`src/rtl/sccb_config_sequencer_if.sv`:
```
// Engine-side bus between the configuration sequencer and the byte-level SCCB write engine.
// The sequencer is the master; the write engine is the slave.
interface sccb_config_sequencer_if;
  logic       eng_start;
  logic [7:0] eng_reg_addr;
  logic [7:0] eng_reg_data;
  logic       eng_busy;
  logic       eng_done;
  logic       eng_nack;

  modport master (
    output eng_start, eng_reg_addr, eng_reg_data,
    input  eng_busy, eng_done, eng_nack
  );

  modport slave (
    input  eng_start, eng_reg_addr, eng_reg_data,
    output eng_busy, eng_done, eng_nack
  );
endinterface

```
`src/rtl/sccb_config_sequencer.sv`:
```
// OV7670 configuration sequencer: walks the config ROM after power-up, honours delay/end
// markers and COM7 soft reset, then serves runtime user writes on the same SCCB engine.
module sccb_config_sequencer #(
  parameter int ROM_LEN           = 72,
  parameter int POWERUP_CYCLES    = 25000,
  parameter int RESET_WAIT_CYCLES = 25000,
  parameter int MAX_RETRY         = 3
) (
  input  logic                    xclk,
  input  logic                    reset,
  input  logic                    i_start,
  output logic [7:0]              o_rom_addr,
  input  logic [15:0]             i_rom_data,
  input  logic                    i_user_req,
  input  logic [7:0]              i_user_reg_addr,
  input  logic [7:0]              i_user_reg_data,
  output logic                    o_user_ack,
  sccb_config_sequencer_if.master eng,
  output logic                    o_config_done,
  output logic                    o_busy,
  output logic                    o_error,
  output logic [7:0]              o_write_count
);

  localparam int MAX_CYC = (POWERUP_CYCLES > RESET_WAIT_CYCLES) ? POWERUP_CYCLES : RESET_WAIT_CYCLES;
  localparam int CNT_W   = $clog2(MAX_CYC + 1);
  localparam int RETRY_W = (MAX_RETRY > 0) ? $clog2(MAX_RETRY + 1) : 1;

  // PWRUP spans its entry cycle plus POWERUP_CYCLES, so it ends on a count of POWERUP_CYCLES.
  localparam logic [CNT_W-1:0]   PWR_LAST  = CNT_W'(POWERUP_CYCLES);
  localparam logic [CNT_W-1:0]   DLY_LAST  = CNT_W'(RESET_WAIT_CYCLES - 1);
  localparam logic [RETRY_W-1:0] RETRY_MAX = RETRY_W'(MAX_RETRY);
  localparam logic [7:0]         ROM_END   = 8'(ROM_LEN);

  typedef enum logic [3:0] {
    S_IDLE    = 4'd0,
    S_PWRUP   = 4'd1,
    S_FETCH   = 4'd2,
    S_DECODE  = 4'd3,
    S_ISSUE   = 4'd4,
    S_WAIT    = 4'd5,
    S_DELAY   = 4'd6,
    S_RUN     = 4'd7,
    S_U_ISSUE = 4'd8,
    S_U_WAIT  = 4'd9
  } state_t;

  state_t             r_state,       w_state_nxt;
  logic [7:0]         r_rom_addr,    w_rom_addr_nxt;
  logic [CNT_W-1:0]   r_cnt,         w_cnt_nxt;
  logic [RETRY_W-1:0] r_retry,       w_retry_nxt;
  logic               r_eng_start,   w_eng_start_nxt;
  logic [7:0]         r_eng_addr,    w_eng_addr_nxt;
  logic [7:0]         r_eng_data,    w_eng_data_nxt;
  logic               r_user_ack,    w_user_ack_nxt;
  logic               r_config_done, w_config_done_nxt;
  logic               r_busy,        w_busy_nxt;
  logic               r_error,       w_error_nxt;
  logic [7:0]         r_write_count, w_write_count_nxt;
  logic               w_com7_reset;
  logic               w_retry_left;

  assign w_com7_reset = (r_eng_addr == 8'h12) && r_eng_data[7];
  assign w_retry_left = (r_retry < RETRY_MAX);

  // State and registered-output update.
  always_ff @(posedge xclk) begin
    if (reset) begin
      r_state       <= S_IDLE;
      r_rom_addr    <= 8'd0;
      r_cnt         <= '0;
      r_retry       <= '0;
      r_eng_start   <= 1'b0;
      r_eng_addr    <= 8'd0;
      r_eng_data    <= 8'd0;
      r_user_ack    <= 1'b0;
      r_config_done <= 1'b0;
      r_busy        <= 1'b0;
      r_error       <= 1'b0;
      r_write_count <= 8'd0;
    end else begin
      r_state       <= w_state_nxt;
      r_rom_addr    <= w_rom_addr_nxt;
      r_cnt         <= w_cnt_nxt;
      r_retry       <= w_retry_nxt;
      r_eng_start   <= w_eng_start_nxt;
      r_eng_addr    <= w_eng_addr_nxt;
      r_eng_data    <= w_eng_data_nxt;
      r_user_ack    <= w_user_ack_nxt;
      r_config_done <= w_config_done_nxt;
      r_busy        <= w_busy_nxt;
      r_error       <= w_error_nxt;
      r_write_count <= w_write_count_nxt;
    end
  end

  // Next-state and next-output logic.
  always_comb begin
    w_state_nxt       = r_state;
    w_rom_addr_nxt    = r_rom_addr;
    w_cnt_nxt         = r_cnt;
    w_retry_nxt       = r_retry;
    w_eng_start_nxt   = 1'b0;
    w_eng_addr_nxt    = r_eng_addr;
    w_eng_data_nxt    = r_eng_data;
    w_user_ack_nxt    = 1'b0;
    w_config_done_nxt = r_config_done;
    w_error_nxt       = r_error;
    w_write_count_nxt = r_write_count;

    case (r_state)
      S_IDLE, S_RUN: begin
        if (i_start) begin
          w_state_nxt       = S_PWRUP;
          w_rom_addr_nxt    = 8'd0;
          w_cnt_nxt         = '0;
          w_retry_nxt       = '0;
          w_config_done_nxt = 1'b0;
          w_error_nxt       = 1'b0;
          w_write_count_nxt = 8'd0;
        end else if ((r_state == S_RUN) && i_user_req) begin
          w_state_nxt    = S_U_ISSUE;
          w_eng_addr_nxt = i_user_reg_addr;
          w_eng_data_nxt = i_user_reg_data;
          w_retry_nxt    = '0;
        end else begin
          w_state_nxt = r_state;
        end
      end
      S_PWRUP: begin
        if (r_cnt == PWR_LAST) begin
          w_state_nxt = S_FETCH;
          w_cnt_nxt   = '0;
        end else begin
          w_cnt_nxt = r_cnt + {{(CNT_W-1){1'b0}}, 1'b1};
        end
      end
      S_FETCH: begin
        w_state_nxt = S_DECODE;
      end
      S_DECODE: begin
        if ((r_rom_addr == ROM_END) || (i_rom_data == 16'hFFFF)) begin
          w_state_nxt       = S_RUN;
          w_config_done_nxt = 1'b1;
        end else if (i_rom_data == 16'hFFF0) begin
          w_state_nxt = S_DELAY;
          w_cnt_nxt   = '0;
        end else begin
          w_state_nxt    = S_ISSUE;
          w_eng_addr_nxt = i_rom_data[15:8];
          w_eng_data_nxt = i_rom_data[7:0];
          w_retry_nxt    = '0;
        end
      end
      S_ISSUE, S_U_ISSUE: begin
        if (!eng.eng_busy) begin
          w_eng_start_nxt = 1'b1;
          w_state_nxt     = (r_state == S_ISSUE) ? S_WAIT : S_U_WAIT;
        end else begin
          w_eng_start_nxt = 1'b0;
        end
      end
      S_WAIT, S_U_WAIT: begin
        if (!eng.eng_done) begin
          w_state_nxt = r_state;
        end else if (eng.eng_nack && w_retry_left) begin
          w_retry_nxt = r_retry + {{(RETRY_W-1){1'b0}}, 1'b1};
          w_state_nxt = (r_state == S_WAIT) ? S_ISSUE : S_U_ISSUE;
        end else begin
          // Entry finished: acknowledged, or NACKed with every retry used up.
          w_retry_nxt = '0;
          w_error_nxt = r_error | eng.eng_nack;
          if (r_state == S_U_WAIT) begin
            w_user_ack_nxt = 1'b1;
            w_state_nxt    = S_RUN;
          end else if (!eng.eng_nack && w_com7_reset) begin
            w_write_count_nxt = (r_write_count == 8'hFF) ? 8'hFF : r_write_count + 8'd1;
            w_state_nxt       = S_DELAY;
            w_cnt_nxt         = '0;
          end else begin
            w_write_count_nxt = (eng.eng_nack || (r_write_count == 8'hFF)) ?
                                r_write_count : r_write_count + 8'd1;
            w_rom_addr_nxt    = r_rom_addr + 8'd1;
            w_state_nxt       = S_FETCH;
          end
        end
      end
      S_DELAY: begin
        if (r_cnt == DLY_LAST) begin
          w_state_nxt    = S_FETCH;
          w_rom_addr_nxt = r_rom_addr + 8'd1;
          w_cnt_nxt      = '0;
        end else begin
          w_cnt_nxt = r_cnt + {{(CNT_W-1){1'b0}}, 1'b1};
        end
      end
      default: begin
        w_state_nxt = S_IDLE;
      end
    endcase

    w_busy_nxt = (w_state_nxt != S_IDLE) && (w_state_nxt != S_RUN);
  end

  assign o_rom_addr       = r_rom_addr;
  assign o_user_ack       = r_user_ack;
  assign o_config_done    = r_config_done;
  assign o_busy           = r_busy;
  assign o_error          = r_error;
  assign o_write_count    = r_write_count;
  assign eng.eng_start    = r_eng_start;
  assign eng.eng_reg_addr = r_eng_addr;
  assign eng.eng_reg_data = r_eng_data;

endmodule

```
`src/flat_wrapper.sv`:
```
// flat-port wrapper written by rule: the top's interface ports become plain ports
module sccb_config_sequencer_flat 
#(
  parameter int ROM_LEN           = 72,
  parameter int POWERUP_CYCLES    = 25000,
  parameter int RESET_WAIT_CYCLES = 25000,
  parameter int MAX_RETRY         = 3
)
  (xclk, reset, i_start, o_rom_addr, i_rom_data, i_user_req, i_user_reg_addr, i_user_reg_data, o_user_ack, o_config_done, o_busy, o_error, o_write_count, eng_eng_start, eng_eng_reg_addr, eng_eng_reg_data, eng_eng_busy, eng_eng_done, eng_eng_nack);
  sccb_config_sequencer_if eng_i ();
  input  logic xclk;
  input  logic reset;
  input  logic i_start;
  output logic [7:0] o_rom_addr;
  input  logic [15:0] i_rom_data;
  input  logic i_user_req;
  input  logic [7:0] i_user_reg_addr;
  input  logic [7:0] i_user_reg_data;
  output logic o_user_ack;
  output logic o_config_done;
  output logic o_busy;
  output logic o_error;
  output logic [7:0] o_write_count;
  output wire logic [$bits(eng_i.eng_start)-1:0] eng_eng_start;
  output wire logic [$bits(eng_i.eng_reg_addr)-1:0] eng_eng_reg_addr;
  output wire logic [$bits(eng_i.eng_reg_data)-1:0] eng_eng_reg_data;
  input wire logic [$bits(eng_i.eng_busy)-1:0] eng_eng_busy;
  input wire logic [$bits(eng_i.eng_done)-1:0] eng_eng_done;
  input wire logic [$bits(eng_i.eng_nack)-1:0] eng_eng_nack;
  assign eng_eng_start = eng_i.eng_start;
  assign eng_eng_reg_addr = eng_i.eng_reg_addr;
  assign eng_eng_reg_data = eng_i.eng_reg_data;
  assign eng_i.eng_busy = eng_eng_busy;
  assign eng_i.eng_done = eng_eng_done;
  assign eng_i.eng_nack = eng_eng_nack;
  sccb_config_sequencer #(.ROM_LEN(ROM_LEN), .POWERUP_CYCLES(POWERUP_CYCLES), .RESET_WAIT_CYCLES(RESET_WAIT_CYCLES), .MAX_RETRY(MAX_RETRY)) u_core (.xclk(xclk), .reset(reset), .i_start(i_start), .o_rom_addr(o_rom_addr), .i_rom_data(i_rom_data), .i_user_req(i_user_req), .i_user_reg_addr(i_user_reg_addr), .i_user_reg_data(i_user_reg_data), .o_user_ack(o_user_ack), .eng(eng_i), .o_config_done(o_config_done), .o_busy(o_busy), .o_error(o_error), .o_write_count(o_write_count));
endmodule
```
`config.mk`:
```
export PLATFORM = sky130hd
export DESIGN_NAME = sccb_config_sequencer_flat
export DESIGN_NICKNAME = d
export VERILOG_FILES = /design/src/rtl/sccb_config_sequencer_if.sv /design/src/rtl/sccb_config_sequencer.sv /design/src/flat_wrapper.sv
export SDC_FILE = /design/constraint.sdc
export NUM_CORES = 1
export LEC_CHECK = 0
export CAP_MARGIN = 20
export CORE_ASPECT_RATIO = 0.75
export CORE_MARGIN = 2
export CORE_UTILIZATION = 51
export DETAILED_ROUTE_END_ITERATION = 7
export PLACE_DENSITY_LB_ADDON = 0.15
export SETUP_SLACK_MARGIN = 0.5
export SYNTH_ARGS = -nofsm -noshare
export SYNTH_HDL_FRONTEND = slang
export SYNTH_SLANG_ARGS = --single-unit
```
`constraint.sdc`:
```
create_clock -name xclk -period 2.73 [get_ports xclk]
set_input_delay 0.546 -clock xclk [delete_from_list [all_inputs] [get_ports xclk]]
set_output_delay 0.546 -clock xclk [all_outputs]
set_load 0.05 [all_outputs]
```
==> metrics.md, run 1 <==
| Metric | Value |
|---|---|
| Min-Delay Path Class | `flop to flop` |
| Synth top area share | `about a third` |
| Biggest fanout along the worst timing path | `8` |
| Post-detailed-route via-to-cell ratio | `5.88` |
| Full die area | `0.00732 mm^2` |
| Critical path launch point type | `primary input` |
| Net switching power figure | `473 uW` |
| Sink Count | `58` |
| Mean post-synth cell area | `about 8.4 um^2` |
| Area taken by flip-flops and latches | `~0.0012 mm^2` |
| Most used DFF post-synth | `sky130_fd_sc_hd__dfxtp_1` |
| Worst slew pin tran | `0.530 ns` |
| Post-synthesis to final-layout area growth | `38.7%` |
| Required arrival time at the worst endpoint | `~2.9 ns` |
| Starting DRT DRC Count | `290` |
| Final-stage net count | `around 550` |
| Category of the worst setup path capture point | `flop` |
| Synthesized net count | `449` |
| Floorplan Core Area | `0.00638 mm^2` |
| Initial antenna violation count | `0` |
| Share of post-route cells with drive strength above 1 | `21.0%` |
| Clock Pin Slew Worst Setup and Hold Paths | `0.07 ns` |
| Cell Rows | `25` |
| # port buffers | `75` |
| Chip Height | `~75 um` |
| Library cell occupying the most area in the post-synthesis netlist | `sky130_fd_sc_hd__dfxtp_1` |
| Leak | `0.00182 uW` |
| All-layer global routing usage | `26.7%` |
| Number of placed cells counting well taps | `between 500 and 600` |
| Proportion of power drawn by flip-flops and latches | `46.7%` |
| Number of fillers in the final layout | `about 500` |
| Netlist cell types | `65` |
| Netlist area before placement | `0.00339 mm^2` |
| Drt pass-1 iters | `5` |
| Portion of total power attributed to the clock network | `about two fifths` |
| Switching share of power | `25.6%` |
| TritonCTS clock tree | `built` |
| Total routed wirelength | `9780 um` |
| Critical path class | `primary input to flop` |
| Synth area leaders | `sky130_fd_sc_hd__dfxtp_1 34%, sky130_fd_sc_hd__mux2_2 5.6%, sky130_fd_sc_hd__mux2i_1 5.6%` |
| Pin count of the biggest net entering global routing | `24` |
| Cell area after layout | `0.00470 mm^2` |
| Width of the die | `between 90 and 100 um` |
| HPWL reported at the end of detailed placement | `just over 7000 um` |
| Combined area of the multi-input logic cells | `around 0.0022 mm^2` |
| Setup repair after global routing missed its margin | `yes` |
| Clock tree skew after final layout | `about 0.0052 ns` |
| Starting utilization of the core area | `between 50% and 60%` |
| Global-route wire length before repair | `15700 um` |
| Portion of the post-synthesis area used by sequential elements | `34.2%` |
| Period minus WS final | `2.21 ns` |
| Max frequency | `452 MHz` |
| Final clock period utilization by the worst path | `81.1%` |
| Hold_buf cts | `0` |
| Synth Warn # | `0` |
| Data arrival, critical path | `2.42 ns` |
| Root buffer cell | `sky130_fd_sc_hd__clkbuf_8` |
| Top-level I/O count | `76` |
| Worst max-slew margin expressed relative to the limit | `64.5%` |
| Number of routed nets with antenna violations | `0` |
| Number of levels in the clock H-tree | `3` |
| Insertion delay of the later-clocked pin in the worst-skew pair | `0.32 ns` |
| Number of synthesized register bits | `58` |
| Internal portion of total power | `around 1400 uW` |
| Number of enable-type register cells in the synthesized netlist | `0` |
| Peak VDD IR | `353 uV` |
| DP Worst Slack | `-0.119 ns` |
| Post-Synthesis Cells | `404` |
| PD cells | `393 mW/mm^2` |
| Deepest clock path buffer count | `2` |
| Antenna cells | `0` |
| Post-detailed-placement cell area | `0.00440 mm^2` |
| Run status | `completed` |
| Vias in the first global route | `3193` |
| Overall power after layout | `around 1800 uW` |
| Final standard cell count with taps included and fillers excluded | `590` |
| Proportion of register bits with asynchronous set or reset after synthesis | `0%` |
| Max-cap check violation count | `0` |
| DRC viols | `0` |
| Cts bufs inserted | `9` |
| Slack of the critical path | `0.515 ns` |
| Number of pins with negative max-slew slack in the final report | `0` |
| Final hold violation count | `0` |
| Fraction of power consumed by combinational cells | `between 10 and 15%` |
| Detail-routed net length per standard cell | `16.6 um` |
| Setup-violating endpoint count in the final report | `0` |
| Overall via count from detail_route | `3472` |
| Final global-route overflow total | `0` |
| Gp weighted congestion | `0.918` |
## critical path, stage by stage
cell and delay, ns:
sky130_fd_sc_hd__dlygate4sd2_1 0.22, sky130_fd_sc_hd__nand4_1 0.21, sky130_fd_sc_hd__buf_4 0.22, sky130_fd_sc_hd__nor4_4 0.33, sky130_fd_sc_hd__nor3_2 0.09, sky130_fd_sc_hd__mux2_4 0.29
sky130_fd_sc_hd__nand3_4 0.09, sky130_fd_sc_hd__buf_12 0.14, sky130_fd_sc_hd__mux2i_1 0.20, sky130_fd_sc_hd__nor2_1 0.07
## cell type report
type                            instances  area share, %
Tap cell                               81           2.15
Clock buffer                           14           3.67
Multi-Input combinational cell        314           46.5
Inverter                               10          0.798
Timing Repair Buffer                  111           21.9
Clock inverter                          2          0.213
Sequential cell                        58           24.8
## metal layers
| metal | wire (um) | part of all wire [%] | up-vias | GRT usage (%) |
|---|---|---|---|---|
| li1 | - | - | 1680 | - |
| met1 | 4630 | 47 | 1638 | 38.1 |
| met2 | 4370 | 45 | 138 | 42.6 |
| met3 | 694 | 7.1 | 16 | 5.20 |
| met4 | 87 | 0.89 | 0 | 6.09 |
| met5 | 0 | 0 | - | 0 |
## state kept, by name (all words and copies together), names as in the netlist, 2 cells and up
register,cells
u_core.eng.eng_reg_addr,8
u_core.r_cnt,15
u_core.o_write_count,8
u_core.r_state,4
u_core.r_retry,2
u_core.o_rom_addr,8
u_core.eng.eng_reg_data,8
## repair_timing
| item | in CTS | in global routing |
|---|---|---|
| setup endpoints to repair | 45 | 45 |
| buffers inserted | 4 | 2 |
| resized for setup | 38 | 16 |
| pin swaps | 14 | 4 |
## cell families after synthesis
family	count (synthesis)	synth area share, %
and+or+nand+nor	170	27.1
AOI/OAI and AO/OA	94	18.8
DFF	58	34.2
muxes	36	11.3
buffers and inverters	32	4.32
xor gates and xnor gates	8	2.07
adders and majority gates	6	2.21
## cell usage in the layout (no fill, tap or decap), drive strengths merged, types with 7 or more instances in the layout
| master | instances |
|---|---|
| nand2b | 7 |
| nand4 | 9 |
| nand3 | 14 |
| mux2 | 17 |
| a211oi | 11 |
| dfxtp | 58 |
| nor3 | 9 |
| nand2 | 34 |
| nor2 | 50 |
| buf | 39 |
| clkdlybuf4s50 | 57 |
| clkbuf | 15 |
| a31oi | 8 |
| o21ai | 26 |
| inv | 10 |
| mux2i | 19 |
| a21oi | 20 |
| and3 | 8 |
| dlygate4sd2 | 10 |
| nor2b | 7 |
## metrics by stage
stage,TNS [ns],util [%],hold WS [ns]
floorplan,0,-,0.436
global placement,-0.0465,69.0,0.445
detailed placement,-2.09,69.0,0.448
CTS,0,72.7,0.456
global route,0,73.7,0.476
finish,0,73.7,0.456
## cell usage after synthesis, types with 3 or more instances
cell	n
sky130_fd_sc_hd__a31oi_1	8
sky130_fd_sc_hd__buf_2	6
sky130_fd_sc_hd__and2_1	5
sky130_fd_sc_hd__o22ai_1	3
sky130_fd_sc_hd__nor4_1	3
sky130_fd_sc_hd__o2bb2ai_1	4
sky130_fd_sc_hd__and4_1	3
sky130_fd_sc_hd__nor2b_1	6
sky130_fd_sc_hd__mux2i_1	19
sky130_fd_sc_hd__a211oi_1	11
sky130_fd_sc_hd__nand2_1	34
sky130_fd_sc_hd__o31ai_1	3
sky130_fd_sc_hd__xor2_1	6
sky130_fd_sc_hd__nand4_1	9
sky130_fd_sc_hd__a21oi_1	20
sky130_fd_sc_hd__nand2b_1	7
sky130_fd_sc_hd__o21ai_0	24
sky130_fd_sc_hd__dfxtp_1	58
sky130_fd_sc_hd__nor3_1	8
sky130_fd_sc_hd__clkbuf_1	12
sky130_fd_sc_hd__and3_1	8
sky130_fd_sc_hd__ha_1	6
sky130_fd_sc_hd__or2_2	3
sky130_fd_sc_hd__a311oi_1	3
sky130_fd_sc_hd__inv_1	10
sky130_fd_sc_hd__nor4b_1	3
sky130_fd_sc_hd__nor2_1	49
sky130_fd_sc_hd__nand3b_1	3
sky130_fd_sc_hd__mux2_2	17
sky130_fd_sc_hd__nand3_1	13
## power by group through the flow
stage / logic, uW / clock network, uW / registers, uW
after floorplan: 111 / 0 / 890
after global placement: 229 / 0 / 881
after detailed placement: 232 / 0 / 881
after CTS: 238 / 740 / 863
after global routing: 269 / 779 / 864
final: 250 / 734 / 863
## final timing paths
kind / start / endpoint / slack [ns] / depth (start not counted)
max: i_rom_data[9] / u_core.eng.eng_reg_addr[6]$_SDFFE_PP0P_ / 0.52 / 10
min: u_core.o_config_done$_SDFFE_PP0P_ / u_core.o_config_done$_SDFFE_PP0P_ / 0.46 / 2
max reg2reg: u_core.r_cnt[10]$_SDFFE_PP0P_ / u_core.r_cnt[12]$_SDFFE_PP0P_ / 0.60 / 7
min reg2reg: u_core.o_config_done$_SDFFE_PP0P_ / u_core.o_config_done$_SDFFE_PP0P_ / 0.46 / 2
Note: power is estimated with default switching activity, not from simulation.
==> run 2, diff against run 1 <==
--- a/config.mk
+++ b/config.mk
@@ -8,7 +8,7 @@
 export CAP_MARGIN = 20
 export CORE_ASPECT_RATIO = 0.75
 export CORE_MARGIN = 2
-export CORE_UTILIZATION = 51
+export CORE_UTILIZATION = 46
 export DETAILED_ROUTE_END_ITERATION = 7
 export PLACE_DENSITY_LB_ADDON = 0.15
 export SETUP_SLACK_MARGIN = 0.5
==> constraint.sdc (replaced) <==
create_clock -name xclk -period 1.9 [get_ports xclk]
set_input_delay 0.38 -clock xclk [delete_from_list [all_inputs] [get_ports xclk]]
set_output_delay 0.38 -clock xclk [all_outputs]
set_load 0.05 [all_outputs]
==> run 2 against run 1 <==
Against the previous run:
- the run now ends with setup timing left
- die area grew 10%
- clock skew rose by 0.0040 ns
- final cell count is 17% higher
- critical endpoint is now u_core.r_cnt[11]$_SDFFE_PP0P_
- clock power rose by 74%
- sequential share of layout area decreased by 4.4 points
- global-route usage up 3.6 points
- setup slack got worse by 0.76 ns
- register-to-register slack got worse by 0.85 ns
- first-iteration DRC count decreased by 11%
==> metrics.md, run 2 (synthesized netlist as in run 1, its figures left out) <==
| Metric | Value |
|---|---|
| TritonCTS clock tree | `built` |
| HPWL reported at the end of detailed placement | `8090 um (+14%)` |
| Starting DRT DRC Count | `259 (-11%)` |
| Cell Rows | `27 (+8.0%)` |
| Chip Height | `78.4 um (+5.0%)` |
| Antenna cells | `0 (unchanged)` |
| Required arrival time at the worst endpoint | `2.15 ns (-0.79 ns)` |
| Vias in the first global route | `3825 (+20%)` |
| Category of the worst setup path capture point | `flop` |
| Post-detailed-placement cell area | `0.00507 mm^2 (+15%)` |
| Combined area of the multi-input logic cells | `0.00272 mm^2 (+25%)` |
| DP Worst Slack | `-0.743 ns (-0.625 ns)` |
| Number of flip-flops under the largest register name | `15 (unchanged)` |
| Floorplan Core Area | `0.00723 mm^2 (+13%)` |
| Sink Count | `58 (unchanged)` |
| Max frequency | `466 MHz` |
| Top-level I/O count | `76 (unchanged)` |
| Share of post-route cells with drive strength above 1 | `57.2% (+36 points)` |
| Cts bufs inserted | `9 (unchanged)` |
| Detail-routed net length per standard cell | `18.9 um (+14%)` |
| Most common cell after layout, fill and taps aside | `sky130_fd_sc_hd__buf_4` |
| Number of pins with negative max-slew slack in the final report | `0 (unchanged)` |
| Initial antenna violation count | `0 (unchanged)` |
| Setup repair after global routing missed its margin | `yes` |
| Starting utilization of the core area | `46.9% (-6.2 points)` |
| Gp weighted congestion | `1.01 (+9.8%)` |
| Clock Pin Slew Worst Setup and Hold Paths | `0.07 ns (about the same)` |
| Critical path launch point type | `flop` |
| Deepest clock path buffer count | `2 (unchanged)` |
| Insertion delay of the later-clocked pin in the worst-skew pair | `0.35 ns (+0.03 ns)` |
| Worst max-slew margin expressed relative to the limit | `63.5% (-1.0 points)` |
| Max-cap check violation count | `0 (unchanged)` |
| Beginning of the worst register-to-register path | `u_core.o_rom_addr[1]$_SDFFE_PP0P_` |
| Hold path start | `i_rom_data[8]` |
| Data arrival, critical path | `2.40 ns (-0.02 ns)` |
| Beginning of the critical path | `u_core.o_rom_addr[1]$_SDFFE_PP0P_` |
| Pin count of the biggest net entering global routing | `21 (-13%)` |
| Drt pass-1 iters | `5 (unchanged)` |
| Run status | `finished, violations left` |
| Number of levels in the clock H-tree | `3 (unchanged)` |
| Cell area after layout | `0.00600 mm^2 (+28%)` |
| Full die area | `0.00808 mm^2 (+10%)` |
| Worst hold margin | `0.425 ns (-0.0311 ns)` |
| Area taken by flip-flops and latches | `0.00122 mm^2 (+4.7%)` |
| Biggest fanout along the worst timing path | `7 (-1)` |
| Total routed wirelength | `13100 um (+34%)` |
| Post-synthesis to final-layout area growth | `77.0%` |
| Number of routed nets with antenna violations | `0 (unchanged)` |
| Final-stage net count | `631 (+15%)` |
| Worst slew pin tran | `0.547 ns (+0.0161 ns)` |
| Commonest non-fill, non-tap cells in the layout | `103 x sky130_fd_sc_hd__buf_4, 42 x sky130_fd_sc_hd__nor2_1, 28 x sky130_fd_sc_hd__buf_6` |
| Number of fillers in the final layout | `448 (-12%)` |
| Final clock period utilization by the worst path | `113%` |
| Setup Total Neg Slack | `-7.70 ns (-7.70 ns)` |
| Setup-violating endpoint count in the final report | `51 (+51)` |
| Top reg by flops | `u_core.r_cnt` |
| Final global-route overflow total | `0 (unchanged)` |
| Slack of the critical path | `-0.246 ns (-0.761 ns)` |
| Root buffer cell | `sky130_fd_sc_hd__clkbuf_8` |
| Failing checks | `setup timing` |
| # port buffers | `75 (unchanged)` |
| Min-Delay Path Class | `primary input to flop` |
| Width of the die | `103 um (+5.1%)` |
| All-layer global routing usage | `30.3% (+3.6 points)` |
| Leak | `0.00244 uW (+34%)` |
| Critical path class | `flop to flop` |
| Clock tree skew after final layout | `0.00926 ns (+0.00403 ns)` |
| Peak VDD IR | `486 uV (+38%)` |
| DRC viols | `0 (unchanged)` |
| Final hold violation count | `0 (unchanged)` |
| Hold_buf cts | `0 (unchanged)` |
| Global-route wire length before repair | `18900 um (+21%)` |
| Post-detailed-route via-to-cell ratio | `5.82 (-1.1%)` |
| Overall power after layout | `3050 uW (+65%)` |
| Overall via count from detail_route | `4029 (+16%)` |
| Period minus WS final | `2.15 ns` |
| PD cells | `508 mW/mm^2 (+29%)` |
## run 2: power breakdown
| part | internal [uW] | switching, uW |
|---|---|---|
| Combinational | 269 | 272 |
| Sequential | 1220 | 11.9 |
| Clock | 735 | 547 |
| Total | 2220 | 831 |
## run 2: area by class of cell
cell class	count	area share, %
clock buffer	9	2.06
inverter	10	0.709
multi-input combinational	315	45.4
tap	101	2.11
clock inverter	7	1.56
timing repair buffer	192	27.9
sequential	58	20.3
## run 2: through the flow
stage	util, %	instances
global placement	70.1	652
finish	83.0	692
detailed placement	70.1	652
CTS	78.7	684
floorplan	-	404
global route	83.0	692
## run 2: path summary, 6_finish.rpt
check / slack [ns] / end / cells after the start
worst min register to register: 0.50 / u_core.o_error$_SDFFE_PP0P_ / 2
worst max register to register: -0.25 / u_core.r_cnt[11]$_SDFFE_PP0P_ / 12
worst min-delay path: 0.43 / u_core.eng.eng_reg_addr[0]$_SDFFE_PP0P_ / 4
worst max-delay path: -0.25 / u_core.r_cnt[11]$_SDFFE_PP0P_ / 12
## run 2: worst max-delay path, cell delays in order (launching register included)
cell                        delay, ns
sky130_fd_sc_hd__dfxtp_4         0.36
sky130_fd_sc_hd__inv_4           0.06
sky130_fd_sc_hd__ha_4            0.12
sky130_fd_sc_hd__nand4bb_1       0.14
sky130_fd_sc_hd__nor4b_4         0.28
sky130_fd_sc_hd__buf_4           0.19
sky130_fd_sc_hd__buf_4           0.11
sky130_fd_sc_hd__buf_6           0.09
sky130_fd_sc_hd__o21ai_4         0.06
sky130_fd_sc_hd__and4_4          0.16
sky130_fd_sc_hd__buf_12          0.14
sky130_fd_sc_hd__buf_8           0.13
sky130_fd_sc_hd__a211oi_2        0.21
## run 2: repair_timing
item                       CTS  global route
buffers inserted            14             8
pin swaps                   43            34
setup endpoints to repair   75            65
resized for setup          185            75
cloned                       2             0
## run 2: layer usage
layer	GRT usage, %	part of all wire, %
met1	40.5	41
met2	47.4	49
met3	8.10	7.4
met4	9.47	2.5
met5	0	0
==> run 3, diff against run 2 <==
--- a/config.mk
+++ b/config.mk
@@ -8,9 +8,10 @@
 export CAP_MARGIN = 20
 export CORE_ASPECT_RATIO = 0.75
 export CORE_MARGIN = 2
-export CORE_UTILIZATION = 46
+export CORE_UTILIZATION = 36
 export DETAILED_ROUTE_END_ITERATION = 7
 export PLACE_DENSITY_LB_ADDON = 0.15
+export RECOVER_POWER = 25
 export SETUP_SLACK_MARGIN = 0.5
 export SYNTH_ARGS = -nofsm -noshare
 export SYNTH_HDL_FRONTEND = slang
==> run 3 against run 2 <==
Against the previous run:
- the flow still finishes with violations (setup timing)
- maximum frequency up 3.2%
- via count down 5.6%
- power up 7.0%
- count of clock-buffer cells in the layout up 4
- final cell count up 3.9%
- register-to-register slack better by 0.07 ns
- sequential power about the same
- critical endpoint is now u_core.eng.eng_reg_addr[2]$_SDFFE_PP0P_
- clock power up 17%
- clock skew down 0.0029 ns
- setup slack better by 0.066 ns
- cell area down 0.13%
==> metrics.md, run 3 (synthesized netlist as in run 1, its figures left out) <==
| Metric | Value |
|---|---|
| Run status | `finished, violations left` |
| Failing checks | `setup timing` |
| Final hold violation count | `0 (unchanged)` |
| Number of pins with negative max-slew slack in the final report | `0 (unchanged)` |
| Share of post-route cells with drive strength above 1 | `52.8% (-4.4 points)` |
| Beginning of the critical path | `u_core.o_rom_addr[0]$_SDFFE_PP0P_` |
| Top-level I/O count | `76 (unchanged)` |
| Final-stage net count | `631 (unchanged)` |
| Initial antenna violation count | `0 (unchanged)` |
| HPWL reported at the end of detailed placement | `8070 um (-0.27%)` |
| Slowest-stage cell, CP | `sky130_fd_sc_hd__dfxtp_4` |
| Chip Height | `88.1 um (+12%)` |
| Root buffer cell | `sky130_fd_sc_hd__clkbuf_16` |
| Number of levels in the clock H-tree | `3 (unchanged)` |
| Vias in the first global route | `3679 (-3.8%)` |
| Critical path launch point type | `flop` |
| Final clock period utilization by the worst path | `109% (-3.5 points)` |
| Number of routed nets with antenna violations | `0 (unchanged)` |
| Period minus WS final | `2.08 ns (-0.0657 ns)` |
| All-layer global routing usage | `23.2% (-7.0 points)` |
| Clock tree skew after final layout | `0.00636 ns (-0.00289 ns)` |
| Endpoint with the worst hold slack | `u_core.eng.eng_reg_data[7]$_SDFFE_PP0P_` |
| Final global-route overflow total | `0 (unchanged)` |
| PD cells | `544 mW/mm^2 (+7.2%)` |
| Full die area | `0.0102 mm^2 (+26%)` |
| Antenna cells | `0 (unchanged)` |
| Starting utilization of the core area | `37.3% (-9.6 points)` |
| Drt pass-1 iters | `5 (unchanged)` |
| Pin count of the biggest net entering global routing | `37 (+76%)` |
| Min-Delay Path Class | `primary input to flop` |
| Biggest fanout along the worst timing path | `7 (unchanged)` |
| Post-synthesis to final-layout area growth | `76.8%` |
| Max-cap check violation count | `0 (unchanged)` |
| Gp weighted congestion | `1.02 (+0.86%)` |
| Total routed wirelength | `11700 um (-11%)` |
| Critical path class | `flop to flop` |
| Clock Pin Slew Worst Setup and Hold Paths | `0.05 ns (-0.02 ns)` |
| Overall via count from detail_route | `3803 (-5.6%)` |
| Setup repair after global routing missed its margin | `yes` |
| Beginning of the worst register-to-register path | `u_core.o_rom_addr[0]$_SDFFE_PP0P_` |
| Area taken by flip-flops and latches | `0.00121 mm^2 (-0.41%)` |
| Depth of the worst register-to-register path | `11 (-1)` |
| Number of fillers in the final layout | `764 (+71%)` |
| Worst slew pin tran | `0.639 ns (+0.0923 ns)` |
| Hold path start | `i_rom_data[7]` |
| Worst hold margin | `0.452 ns (+0.0270 ns)` |
| Deepest clock path buffer count | `2 (unchanged)` |
| DRC viols | `0 (unchanged)` |
| Starting DRT DRC Count | `183 (-29%)` |
| CP max stage delay | `0.35 ns (about the same)` |
| Data arrival, critical path | `2.29 ns (-0.11 ns)` |
| Combined area of the multi-input logic cells | `0.00266 mm^2 (-2.3%)` |
| Max frequency | `481 MHz (+3.2%)` |
| CP cell instances | `inv_4 > ha_4 > nand4bb_4 > nor4b_4 > buf_4 > nor3_4 > mux2_4 > nand3_4 > buf_12 > mux2i_2 > nor2_1` |
| # port buffers | `75 (unchanged)` |
| TritonCTS clock tree | `built` |
| Floorplan Core Area | `0.00908 mm^2 (+26%)` |
| Buffering stage count on the worst path with inverters included | `3 (-3)` |
| Leak | `0.00244 uW (about the same)` |
| Commonest non-fill, non-tap cells in the layout | `103 x sky130_fd_sc_hd__buf_4, 40 x sky130_fd_sc_hd__nor2_1, 29 x sky130_fd_sc_hd__nand2_1, 29 x sky130_fd_sc_hd__dfxtp_1` |
| Top reg by flops | `u_core.r_cnt` |
| Sink Count | `58 (unchanged)` |
| Peak VDD IR | `391 uV (-20%)` |
| Setup-violating endpoint count in the final report | `40 (-22%)` |
| Slack of the critical path | `-0.180 ns (+0.0657 ns)` |
| Detail-routed net length per standard cell | `16.2 um (-14%)` |
| Number of flip-flops under the largest register name | `15 (unchanged)` |
| Reg2Reg Capture Point | `u_core.eng.eng_reg_addr[2]$_SDFFE_PP0P_` |
| Post-detailed-route via-to-cell ratio | `5.29 (-9.2%)` |
| Hold depth | `4 (unchanged)` |
| Category of the worst setup path capture point | `flop` |
| Global-route wire length before repair | `18400 um (-3.0%)` |
| Kind of cell with the highest combined delay on the critical path | `simple AND/OR/NAND/NOR gates` |
| Insertion delay of the later-clocked pin in the worst-skew pair | `0.33 ns (-0.02 ns)` |
| Most common cell after layout, fill and taps aside | `sky130_fd_sc_hd__buf_4` |
| Cell Rows | `30 (+11%)` |
| FF-to-FF setup slack | `-0.18 ns (+0.07 ns)` |
| Overall power after layout | `3260 uW (+7.0%)` |
| Worst max-slew margin expressed relative to the limit | `57.6% (-5.9 points)` |
| Width of the die | `116 um (+13%)` |
| Cts bufs inserted | `9 (unchanged)` |
| Required arrival time at the worst endpoint | `2.11 ns (-0.04 ns)` |
-- run 3: cell count changes in the layout (fill, tap and decap cells not counted), sizes merged, moves of 2 or more --
cell / change
clkinvlp: -2
bufinv: -2
buf: -15
clkbuf: +16
-- run 3: stage by stage --
stage | TNS, ns | utilization, % | setup slack (ns) | instances | area [um^2]
2_1_floorplan | -2.42 | - | -0.184 | 404 | 3650
4_1_cts | -4.36 | 63.5 | -0.196 | 714 | 5770
6_report | -3.53 | 66.0 | -0.180 | 719 | 6000
5_1_grt | -7.36 | 66.0 | -0.277 | 719 | 6000
3_3_place_gp | -29.32 | 56.5 | -0.633 | 685 | 5130
3_5_place_dp | -31.22 | 56.5 | -0.678 | 685 | 5130
-- run 3: metal layers --
metal / share of wire (%) / GRT usage (%) / vias up
li1: - / - / 1856
met1: 47 / 32.1 / 1837
met2: 47 / 36.2 / 92
met3: 4.5 / 5.12 / 18
met4: 1.6 / 7.58 / 0
met5: 0 / 0 / -
-- run 3: how the worst max path moves through the flow --
stage	to	slack [ns]	depth (start not counted)
global placement	u_core.r_cnt[1]$_SDFFE_PP0P_	-0.63	9
finish	u_core.eng.eng_reg_addr[2]$_SDFFE_PP0P_	-0.18	11
CTS	u_core.eng.eng_reg_addr[2]$_SDFFE_PP0P_	-0.20	11
floorplan	u_core.eng.eng_reg_addr[4]$_SDFFE_PP0P_	-0.18	8
global route	u_core.eng.eng_reg_addr[7]$_SDFFE_PP0P_	-0.28	11
detailed placement	u_core.eng.eng_reg_addr[2]$_SDFFE_PP0P_	-0.68	9
-- run 3: where the power goes --
group / total, uW / switching, uW / internal (uW)
sequential: 1230 / 12.0 / 1220
combinational: 529 / 252 / 277
clock: 1500 / 557 / 946
total: 3260 / 822 / 2440
-- run 3: cell type report --
type                       instances  area share (%)
tap                              128            2.67
timing repair buffer             191            27.4
clock buffer                      13            4.34
inverter                          10           0.710
sequential                        58            20.3
multi-input combinational        316            44.4
clock inverter                     3           0.250
-- run 3: tightest hold or removal path: stages --
cell and delay [ns]:
sky130_fd_sc_hd__clkbuf_2 0.09, sky130_fd_sc_hd__mux2_2 0.14, sky130_fd_sc_hd__mux2i_1 0.06, sky130_fd_sc_hd__nor2_1 0.08
-- run 3: what timing repair did --
action	CTS	global route
setup endpoints to repair	67	62
buffers inserted	10	4
hold buffers	0	0
pin swaps	51	42
resized for setup	133	77
cloned	3	1
